File: src/rtl/mux_8x1_pkg.sv
// ---------------------------------------------------------------------------
// mux_pkg
// Shared constants and helpers for the N:1 lane selector.
//   DEFAULT_NUM_INP : default number of input lanes (8).
//   lanes_from_sel  : number of lanes addressable by a select of given width,
//                     handy for checkers that only know the select width.
// ---------------------------------------------------------------------------
package mux_pkg;

  localparam int DEFAULT_NUM_INP = 8;

  function automatic int lanes_from_sel(input int sel_w);
    return 1 << sel_w;
  endfunction

endpackage : mux_pkg

File: src/rtl/mux_8x1_if.sv
// ---------------------------------------------------------------------------
// mux_8x1_if
// Bundle of the selector's data signals.
//   inp         : packed lanes, lane k = inp[k*WIDTH +: WIDTH], lane 0 at LSBs
//   sel         : lane index
//   in_valid    : qualifies inp/sel for the registered stage
//   out         : combinational selected lane
//   sel_err     : combinational, high when sel >= NUM_INP
//   out_q       : registered selected lane
//   out_q_valid : registered in_valid
//   out_q_err   : registered (in_valid & sel_err)
// Handshake: in_valid is a plain qualifier with no ready/backpressure; the
// selector accepts a new lane every cycle and out_q_valid marks, one cycle
// later, the cycles whose out_q/out_q_err came from a qualified input.
// ---------------------------------------------------------------------------
interface mux_8x1_if
  import mux_pkg::*;
#(
  parameter int NUM_INP = DEFAULT_NUM_INP,
  parameter int WIDTH   = 1
);
  localparam int NUM_SEL = $clog2(NUM_INP);

  logic [NUM_INP*WIDTH-1:0] inp;
  logic [NUM_SEL-1:0]       sel;
  logic                     in_valid;
  logic [WIDTH-1:0]         out;
  logic                     sel_err;
  logic [WIDTH-1:0]         out_q;
  logic                     out_q_valid;
  logic                     out_q_err;

  modport master (
    output inp, sel, in_valid,
    input  out, sel_err, out_q, out_q_valid, out_q_err
  );

  modport slave (
    input  inp, sel, in_valid,
    output out, sel_err, out_q, out_q_valid, out_q_err
  );

endinterface : mux_8x1_if

File: src/rtl/mux_8x1_out_reg.sv
// ---------------------------------------------------------------------------
// mux_out_reg
// WIDTH+2 bit capture register behind the selector.
//   clk, rst : clock and asynchronous active-high reset
//   data_i   : selected lane, captured only when valid_i is high
//   valid_i  : input qualifier
//   err_i    : out-of-range select flag
//   data_o   : held lane (keeps its value while valid_i is low)
//   valid_o  : registered valid_i
//   err_o    : registered (valid_i & err_i)
// ---------------------------------------------------------------------------
module mux_out_reg #(
  parameter int WIDTH = 1
) (
  input  logic             clk,
  input  logic             rst,
  input  logic [WIDTH-1:0] data_i,
  input  logic             valid_i,
  input  logic             err_i,
  output logic [WIDTH-1:0] data_o,
  output logic             valid_o,
  output logic             err_o
);

  logic [WIDTH-1:0] data_q, data_d;
  logic             valid_q, valid_d;
  logic             err_q, err_d;

  always_comb begin
    data_d  = valid_i ? data_i : data_q;
    valid_d = valid_i;
    // An error is only meaningful for a qualified input.
    err_d   = valid_i & err_i;
  end

  always_ff @(posedge clk or posedge rst) begin
    if (rst) begin
      data_q  <= '0;
      valid_q <= 1'b0;
      err_q   <= 1'b0;
    end else begin
      data_q  <= data_d;
      valid_q <= valid_d;
      err_q   <= err_d;
    end
  end

  assign data_o  = data_q;
  assign valid_o = valid_q;
  assign err_o   = err_q;

endmodule : mux_out_reg

File: src/rtl/mux_8x1.sv
// ---------------------------------------------------------------------------
// mux_8x1
// Parameterised N:1 lane selector with a zero-latency combinational output
// and a one-cycle registered copy carrying a valid and an error flag.
//   clk, rst : clock for the registered stage; asynchronous active-high reset
//              that clears only the registered stage
//   bus      : mux_8x1_if slave (inp, sel, in_valid in; out, sel_err,
//              out_q, out_q_valid, out_q_err out)
// A select at or beyond NUM_INP (possible only for non power-of-two lane
// counts) yields out = 0 and sel_err = 1.
// ---------------------------------------------------------------------------
module mux_8x1
  import mux_pkg::*;
#(
  parameter int NUM_INP = DEFAULT_NUM_INP,
  parameter int WIDTH   = 1
) (
  input logic       clk,
  input logic       rst,
  mux_8x1_if.slave  bus
);

  localparam int NUM_SEL = $clog2(NUM_INP);

  logic [WIDTH-1:0] out_c;
  logic             sel_err_c;

  // Scan all legal lanes; if none matches, the select is out of range and
  // the defaults (zero data, error set) stand.
  always_comb begin
    out_c     = '0;
    sel_err_c = 1'b1;
    for (int k = 0; k < NUM_INP; k++) begin
      if (bus.sel == NUM_SEL'(k)) begin
        out_c     = bus.inp[k*WIDTH +: WIDTH];
        sel_err_c = 1'b0;
      end
    end
  end

  assign bus.out     = out_c;
  assign bus.sel_err = sel_err_c;

  mux_out_reg #(
    .WIDTH (WIDTH)
  ) u_out_reg (
    .clk     (clk),
    .rst     (rst),
    .data_i  (out_c),
    .valid_i (bus.in_valid),
    .err_i   (sel_err_c),
    .data_o  (bus.out_q),
    .valid_o (bus.out_q_valid),
    .err_o   (bus.out_q_err)
  );

endmodule : mux_8x1

File: src/flat_wrapper.sv
// flat-port wrapper written by rule: the top's interface ports become plain ports
module mux_8x1_flat import mux_pkg::*;
#(
  parameter int NUM_INP = DEFAULT_NUM_INP,
  parameter int WIDTH   = 1
)
  (clk, rst, bus_inp, bus_sel, bus_in_valid, bus_out, bus_sel_err, bus_out_q, bus_out_q_valid, bus_out_q_err);
  mux_8x1_if #(.NUM_INP(NUM_INP), .WIDTH(WIDTH)) bus_i ();
  input logic clk;
  input logic rst;
  input wire logic [$bits(bus_i.inp)-1:0] bus_inp;
  input wire logic [$bits(bus_i.sel)-1:0] bus_sel;
  input wire logic [$bits(bus_i.in_valid)-1:0] bus_in_valid;
  output wire logic [$bits(bus_i.out)-1:0] bus_out;
  output wire logic [$bits(bus_i.sel_err)-1:0] bus_sel_err;
  output wire logic [$bits(bus_i.out_q)-1:0] bus_out_q;
  output wire logic [$bits(bus_i.out_q_valid)-1:0] bus_out_q_valid;
  output wire logic [$bits(bus_i.out_q_err)-1:0] bus_out_q_err;
  assign bus_i.inp = bus_inp;
  assign bus_i.sel = bus_sel;
  assign bus_i.in_valid = bus_in_valid;
  assign bus_out = bus_i.out;
  assign bus_sel_err = bus_i.sel_err;
  assign bus_out_q = bus_i.out_q;
  assign bus_out_q_valid = bus_i.out_q_valid;
  assign bus_out_q_err = bus_i.out_q_err;
  mux_8x1 #(.NUM_INP(NUM_INP), .WIDTH(WIDTH)) u_core (.clk(clk), .rst(rst), .bus(bus_i));
endmodule
File: config.mk
export PLATFORM = sky130hd
export DESIGN_NAME = mux_8x1_flat
export DESIGN_NICKNAME = d
export VERILOG_FILES = /design/src/rtl/mux_8x1_pkg.sv /design/src/rtl/mux_8x1_if.sv /design/src/rtl/mux_8x1_out_reg.sv /design/src/rtl/mux_8x1.sv /design/src/flat_wrapper.sv
export SDC_FILE = /design/constraint.sdc
export NUM_CORES = 1
export LEC_CHECK = 0
export ABC_CLOCK_PERIOD_IN_PS = 3160
export BUFFER_PORTS_ARGS = -buffer_cell sky130_fd_sc_hd__buf_2
export CORE_AREA = 2 2 39 41
export DETAILED_ROUTE_END_ITERATION = 7
export DIE_AREA = 0 0 41 43
export GPL_TIMING_DRIVEN = 0
export HOLD_SLACK_MARGIN = 0.06
export PLACE_DENSITY = 0.45
export SLEW_MARGIN = 20
export SYNTH_ARGS = -nofsm -noshare
export SYNTH_HDL_FRONTEND = slang
export SYNTH_SLANG_ARGS = --single-unit
File: constraint.sdc
create_clock -name clk -period 3.16 [get_ports clk]
set_clock_uncertainty 0.2 [all_clocks]
set_input_delay 0.158 -clock clk [delete_from_list [all_inputs] [get_ports clk]]
set_output_delay 0.158 -clock clk [all_outputs]
set_load 0.02 [all_outputs]
==> key figures, run 1 <==
Setup path
  • CP endpoint kind: output pin
  • Critical Path End: bus_out
  • Nature of the critical path startpoint: primary input
  • Worst setup startpoint: bus_sel[2]
  • Worst Path Buf+Inv: 3
  • Crit Reg-Reg Startpoint: u_core.u_out_reg.data_o
  • Slowest CP cell: mux4_2
  • Critical-path cell list: clkbuf_2 -> mux2i_1 -> mux4_2 -> inv_1 -> buf_2
  • Stages on worst setup path: 5
  • CP top delay family: multiplexers
  • CP Data Required Time: 2800 ps
  • Crit path kind: primary input to output pin
  • FF-to-FF End: u_core.u_out_reg.data_o
  • Crit-path max FO: 4
  • Worst Reg-to-Reg Cells: 2
  • CP arrival: 1130 ps
  • Max stage delay on crit path: 490 ps
  • R2R setup slack: 2380 ps

Yosys
  • Post-Synthesis Cells: 15
  • Post-synthesis cell area: 175 sq um
  • Yosys reg bits: 3
  • Sequential area share after synthesis: 42.9%
  • Yosys warns: 0
  • Syn_area_per_cell: 11.7 sq um
  • Distinct cells, synth: 7

STA
  • Final worst path period share: 47.2%
  • Worst setup margin: 1670 ps
  • Final Setup Violations: 0
  • Max Fclk: 0.670 GHz
  • Final Hold Vio Count: 0
  • Final Max Slew Viols: 0
  • RSZ-0062 raised after global routing: no
  • Fin crit period: 1490 ps
  • Fin Setup TNS: 0 ps

Run
  • Max-cap violation count: 0

Detailed routing
  • Vias per cell: 3.48
  • Final ANT Viol Nets: 0
  • Total iterations of the first detailed-routing run: 2
  • Drc violations: 0
  • WL final: 415 um
  • Wire length per cell: 7.69 um
  • Vias: 188
  • DR iter-0 viols: 1

CTS
  • H-tree Lvls: 1
  • Post-CTS Resized: 0
  • Clk_lat worst skew: 230 ps
  • CTS tree: yes
  • CTS root buf: clkbuf_4
  • CTS max path bufs: 2
  • Clock transition at the registers of the reported paths: 30 ps
  • Setup Buffers After CTS: 0
  • Sinks on Clock Net: 3
  • Total CTS buffers: 3

Floorplan
  • Top-level port count: 19
  • Die Area: 1760 sq um
  • # rows: 14
  • Core ar.: 1380 sq um
  • Initial Util: 12.7%
  • Die Wd: 41 um
  • Die Ht: 43 um

Layout
  • Layout cells sized above 1: 57.9%
  • Final-layout fill cell count: 155
  • ANT cells: 0
  • Area delta synth->final: 85.7%
  • Design area: 325 sq um
  • Nets: 53

Place
  • Port Buffers: 16
  • Post-DP HPWL: 369 um
  • Placed inst area: 279 sq um
  • Final RePlAce weighted congestion: 0.616
  • Pre-CTS setup slack: 1660 ps

Global route
  • Largest net degree at the start of global routing: 5
  • Overall routing resource usage: 6.32%
  • Vias in the first global route: 205
  • Global route overflow: 0
  • Global-route wire length before repair: 683 um
  • Initial antenna violation count: 0

Pwr
  • Leakage power: 0.189 nW
  • P per Cell Area: 445 nW/um^2
  • Power Total: 145 uW
  • Maximum VDD drop: 0.0692 mV

Status
  • Status: completed

Hold path
  • Hold crit path type: primary input to register
  • Beginning of the worst hold path: bus_sel[0]
## worst min-delay path by stage
stage	endpoint	slack, ps	depth (start not counted)
after global placement	u_core.u_out_reg.err_o	-170	2
after detailed placement	u_core.u_out_reg.data_o	-170	2
final	u_core.u_out_reg.data_o	110	3
after floorplan	u_core.u_out_reg.data_o	-290	1
after global routing	u_core.u_out_reg.data_o	130	3
after CTS	u_core.u_out_reg.data_o	100	3
## placed cells by master, fill, tap and decap left out
| cell | count |
|---|---|
| buf_2 | 16 |
| mux2i_1 | 5 |
| inv_1 | 3 |
| clkbuf_4 | 3 |
| dfrtp_1 | 3 |
| conb_1 | 2 |
| dlygate4sd3_1 | 2 |
| clkbuf_2 | 1 |
| mux4_2 | 1 |
| buf_4 | 1 |
| clkbuf_1 | 1 |
## final cells by class
| cell class | count | area [sq um] | area share [%] |
|---|---|---|---|
| tap | 16 | 20.0 | 6.15 |
| clock buffer | 4 | 26.3 | 8.08 |
| timing repair buffer | 18 | 100 | 30.8 |
| buffer | 2 | 12.5 | 3.85 |
| inverter | 3 | 11.3 | 3.46 |
| multi-input combinational | 8 | 80.1 | 24.6 |
| sequential | 3 | 75.1 | 23.1 |
## per-stage QoR
stage	utilization, %	cells	hold slack [ps]
6_report	23.5	54	111
5_1_grt	23.5	54	132
4_1_cts	23.5	54	102
3_5_place_dp	20.2	48	-169
3_3_place_gp	20.2	48	-174
2_1_floorplan	-	16	-288
## Yosys cell counts (all sizes together)
cell | number | area (sq um)
conb | 1 | 3.75
mux4 | 1 | 22.5
dfrtp | 3 | 75.1
clkbuf | 1 | 5.00
buf | 1 | 7.51
mux2i | 5 | 50.1
inv | 3 | 11.3
## sequential cells by signal, summed over array words and instances, names as in the netlist
| register | cells |
|---|---|
| u_core.u_out_reg.data_o | 1 |
| u_core.u_out_reg.err_o | 1 |
| u_core.u_out_reg.valid_o | 1 |
## where the power goes
group	switching (mW)	total, mW	internal, mW
combinational	0.0175	0.0355	0.0180
sequential	0.00126	0.0435	0.0422
clock	0.0186	0.0658	0.0472
total	0.0373	0.145	0.107
## layer usage
layer  track usage (%)  vias to the layer above  part of all wire, %
li1                  -                       92                    -
met4              8.00                        0                  2.7
met1              4.81                       77                   35
met5                 0                        -                    0
met3              3.66                        2                   18
met2              9.06                       17                   44
## worst reg2reg max path, cell delays in order, from the launching register on
cell	delay, ps
dfrtp_1	360
inv_1	50
mux2i_1	50
## logic make-up (layout without fill, tap and decap cells)
| logic type | after synthesis | after routing | share of synthesized area [%] |
|---|---|---|---|
| flip-flops | 3 | 3 | 42.9 |
| other | 1 | 2 | 2.14 |
| buffers and inverters | 5 | 27 | 13.6 |
| multiplexers | 6 | 6 | 41.4 |
## timing repair
| action | 4_1_cts | 5_1_grt |
|---|---|---|
| hold buffers | 2 | 0 |
| endpoints found under the hold margin | 5 | 0 |
| endpoints found under the setup margin | 0 | 0 |
Note: power is estimated with default switching activity, not from simulation.
==> run 2, diff against run 1 <==
- ABC_CLOCK_PERIOD_IN_PS: 3160 -> 1200
- PLACE_DENSITY: 0.45 -> 0.46
- clock period: 3.16 -> 1.2 ns (I/O delays scaled with it)
==> run 2 against run 1 <==
The flow now finishes with violations (setup timing). Non-clock buffer count up 1. Register-to-register slack worse by 2000 ps. Die area unchanged. Highest routed layer is now met3.
==> key figures, run 2 (synthesis gave the netlist of run 1 again) <==
Global route
  • Initial antenna violation count: 0
  • Vias in the first global route: 161
  • Global route overflow: 0
  • Largest net degree at the start of global routing: 5
  • Overall routing resource usage: 5.42%
  • Global-route wire length before repair: 572 um

Detailed routing
  • Vias per cell: 3.31
  • Wire length per cell: 7.25 um
  • Vias: 182
  • WL final: 399 um
  • DR iter-0 viols: 0
  • Final ANT Viol Nets: 0
  • Drc violations: 0
  • Total iterations of the first detailed-routing run: 1

Run
  • Max-cap violation count: 0

CTS
  • CTS max path bufs: 2
  • Setup Buffers After CTS: 0
  • Clk_lat worst skew: 220 ps
  • CTS tree: yes
  • H-tree Lvls: 1
  • Clock transition at the registers of the reported paths: 30 ps
  • CTS root buf: clkbuf_4
  • Total CTS buffers: 3
  • Sinks on Clock Net: 3

Setup path
  • R2R setup slack: 420 ps
  • Nature of the critical path startpoint: primary input
  • Crit-path max FO: 4
  • Worst Reg-to-Reg Cells: 2
  • Crit Reg-Reg Startpoint: u_core.u_out_reg.data_o
  • Worst setup startpoint: bus_sel[2]
  • CP arrival: 960 ps
  • FF-to-FF End: u_core.u_out_reg.data_o
  • CP Data Required Time: 940 ps
  • CP endpoint kind: output pin
  • Critical Path End: bus_out
  • Crit path kind: primary input to output pin

Floorplan
  • Die Wd: 41 um
  • Initial Util: 12.7%
  • # rows: 14
  • Die Ht: 43 um
  • Top-level port count: 19
  • Core ar.: 1380 sq um
  • Die Area: 1760 sq um

Place
  • Port Buffers: 16
  • Placed inst area: 279 sq um
  • Final RePlAce weighted congestion: 0.479
  • Pre-CTS setup slack: -81.9 ps

STA
  • Final worst path period share: 102%
  • Worst setup margin: -23.8 ps
  • Fin Setup TNS: -23.8 ps
  • Fin crit period: 1220 ps
  • Final Max Slew Viols: 0
  • RSZ-0062 raised after global routing: yes
  • Max Fclk: 0.817 GHz
  • Final Hold Vio Count: 0
  • Final Setup Violations: 1

Layout
  • Area delta synth->final: 106%
  • Most common cell after layout, fill and taps aside: buf_2
  • Design area: 362 sq um
  • Multi-input logic area: 80.1 sq um
  • Area taken by flip-flops and latches: 75.1 sq um
  • Layout cells sized above 1: 61.5%
  • Most frequent cells in the layout: 15 x buf_2, 5 x mux2i_1, 3 x clkbuf_4, 3 x dlygate4sd3_1, 3 x dfrtp_1
  • Final-layout fill cell count: 150
  • Finished Core Util: 26.1%
  • ANT cells: 0
  • Nets: 54

Pwr
  • Leakage power: 0.201 nW
  • Maximum VDD drop: 0.169 mV
  • P per Cell Area: 1080 nW/um^2
  • Power Total: 391 uW

Hold path
  • Hold crit path type: primary input to register

Status
  • Failing checks: setup timing
  • Status: complete, but fails checks
[run 2: cell types whose count changed in the layout (fill, tap and decap cells not counted), sizes merged]
cell	previous run	this run
dlygate4sd3	2	3
[run 2: cell type report]
class / count / area share [%]
timing repair buffer: 19 / 32.2
sequential: 3 / 20.8
buffer: 2 / 9.00
clock buffer: 4 / 7.27
tap: 16 / 5.54
inverter: 3 / 3.11
multi-input combinational: 8 / 22.1
[run 2: through the flow]
step,hold slack (ps),std cells
after floorplan,-386,16
after global placement,-272,48
after detailed placement,-267,48
after CTS,36.1,55
after global routing,70.4,55
final,35.3,55
[run 2: layer usage]
layer	vias up	global-route usage [%]	share of wire, %
li1	93	-	-
met1	76	4.17	31
met4	0	6.00	0
met5	-	0	0
met2	13	7.81	53
met3	0	3.66	16
[run 2: worst min path at each step]
stage	from	to	cells after the start
3_3_place_gp	rst	u_core.u_out_reg.err_o	2
4_1_cts	bus_sel[0]	u_core.u_out_reg.data_o	3
2_1_floorplan	rst	u_core.u_out_reg.data_o	1
3_5_place_dp	rst	u_core.u_out_reg.data_o	2
5_1_grt	bus_sel[0]	u_core.u_out_reg.data_o	3
6_report	bus_sel[0]	u_core.u_out_reg.data_o	3
[run 2: timing repair]
item / CTS / global route
gates resized for setup: 6 / 1
hold buffers: 3 / 0
endpoints found under the hold margin: 5 / 0
setup endpoints to repair: 1 / 3
[run 2: power by group]
part	internal (mW)	switching, mW
Clock	0.124	0.0434
Sequential	0.111	0.00293
Combinational	0.0612	0.0483
[run 2: critical path: stages]
cell,delay (ps)
clkbuf_16,130
mux2i_1,100
mux4_2,490
inv_2,70
buf_6,110
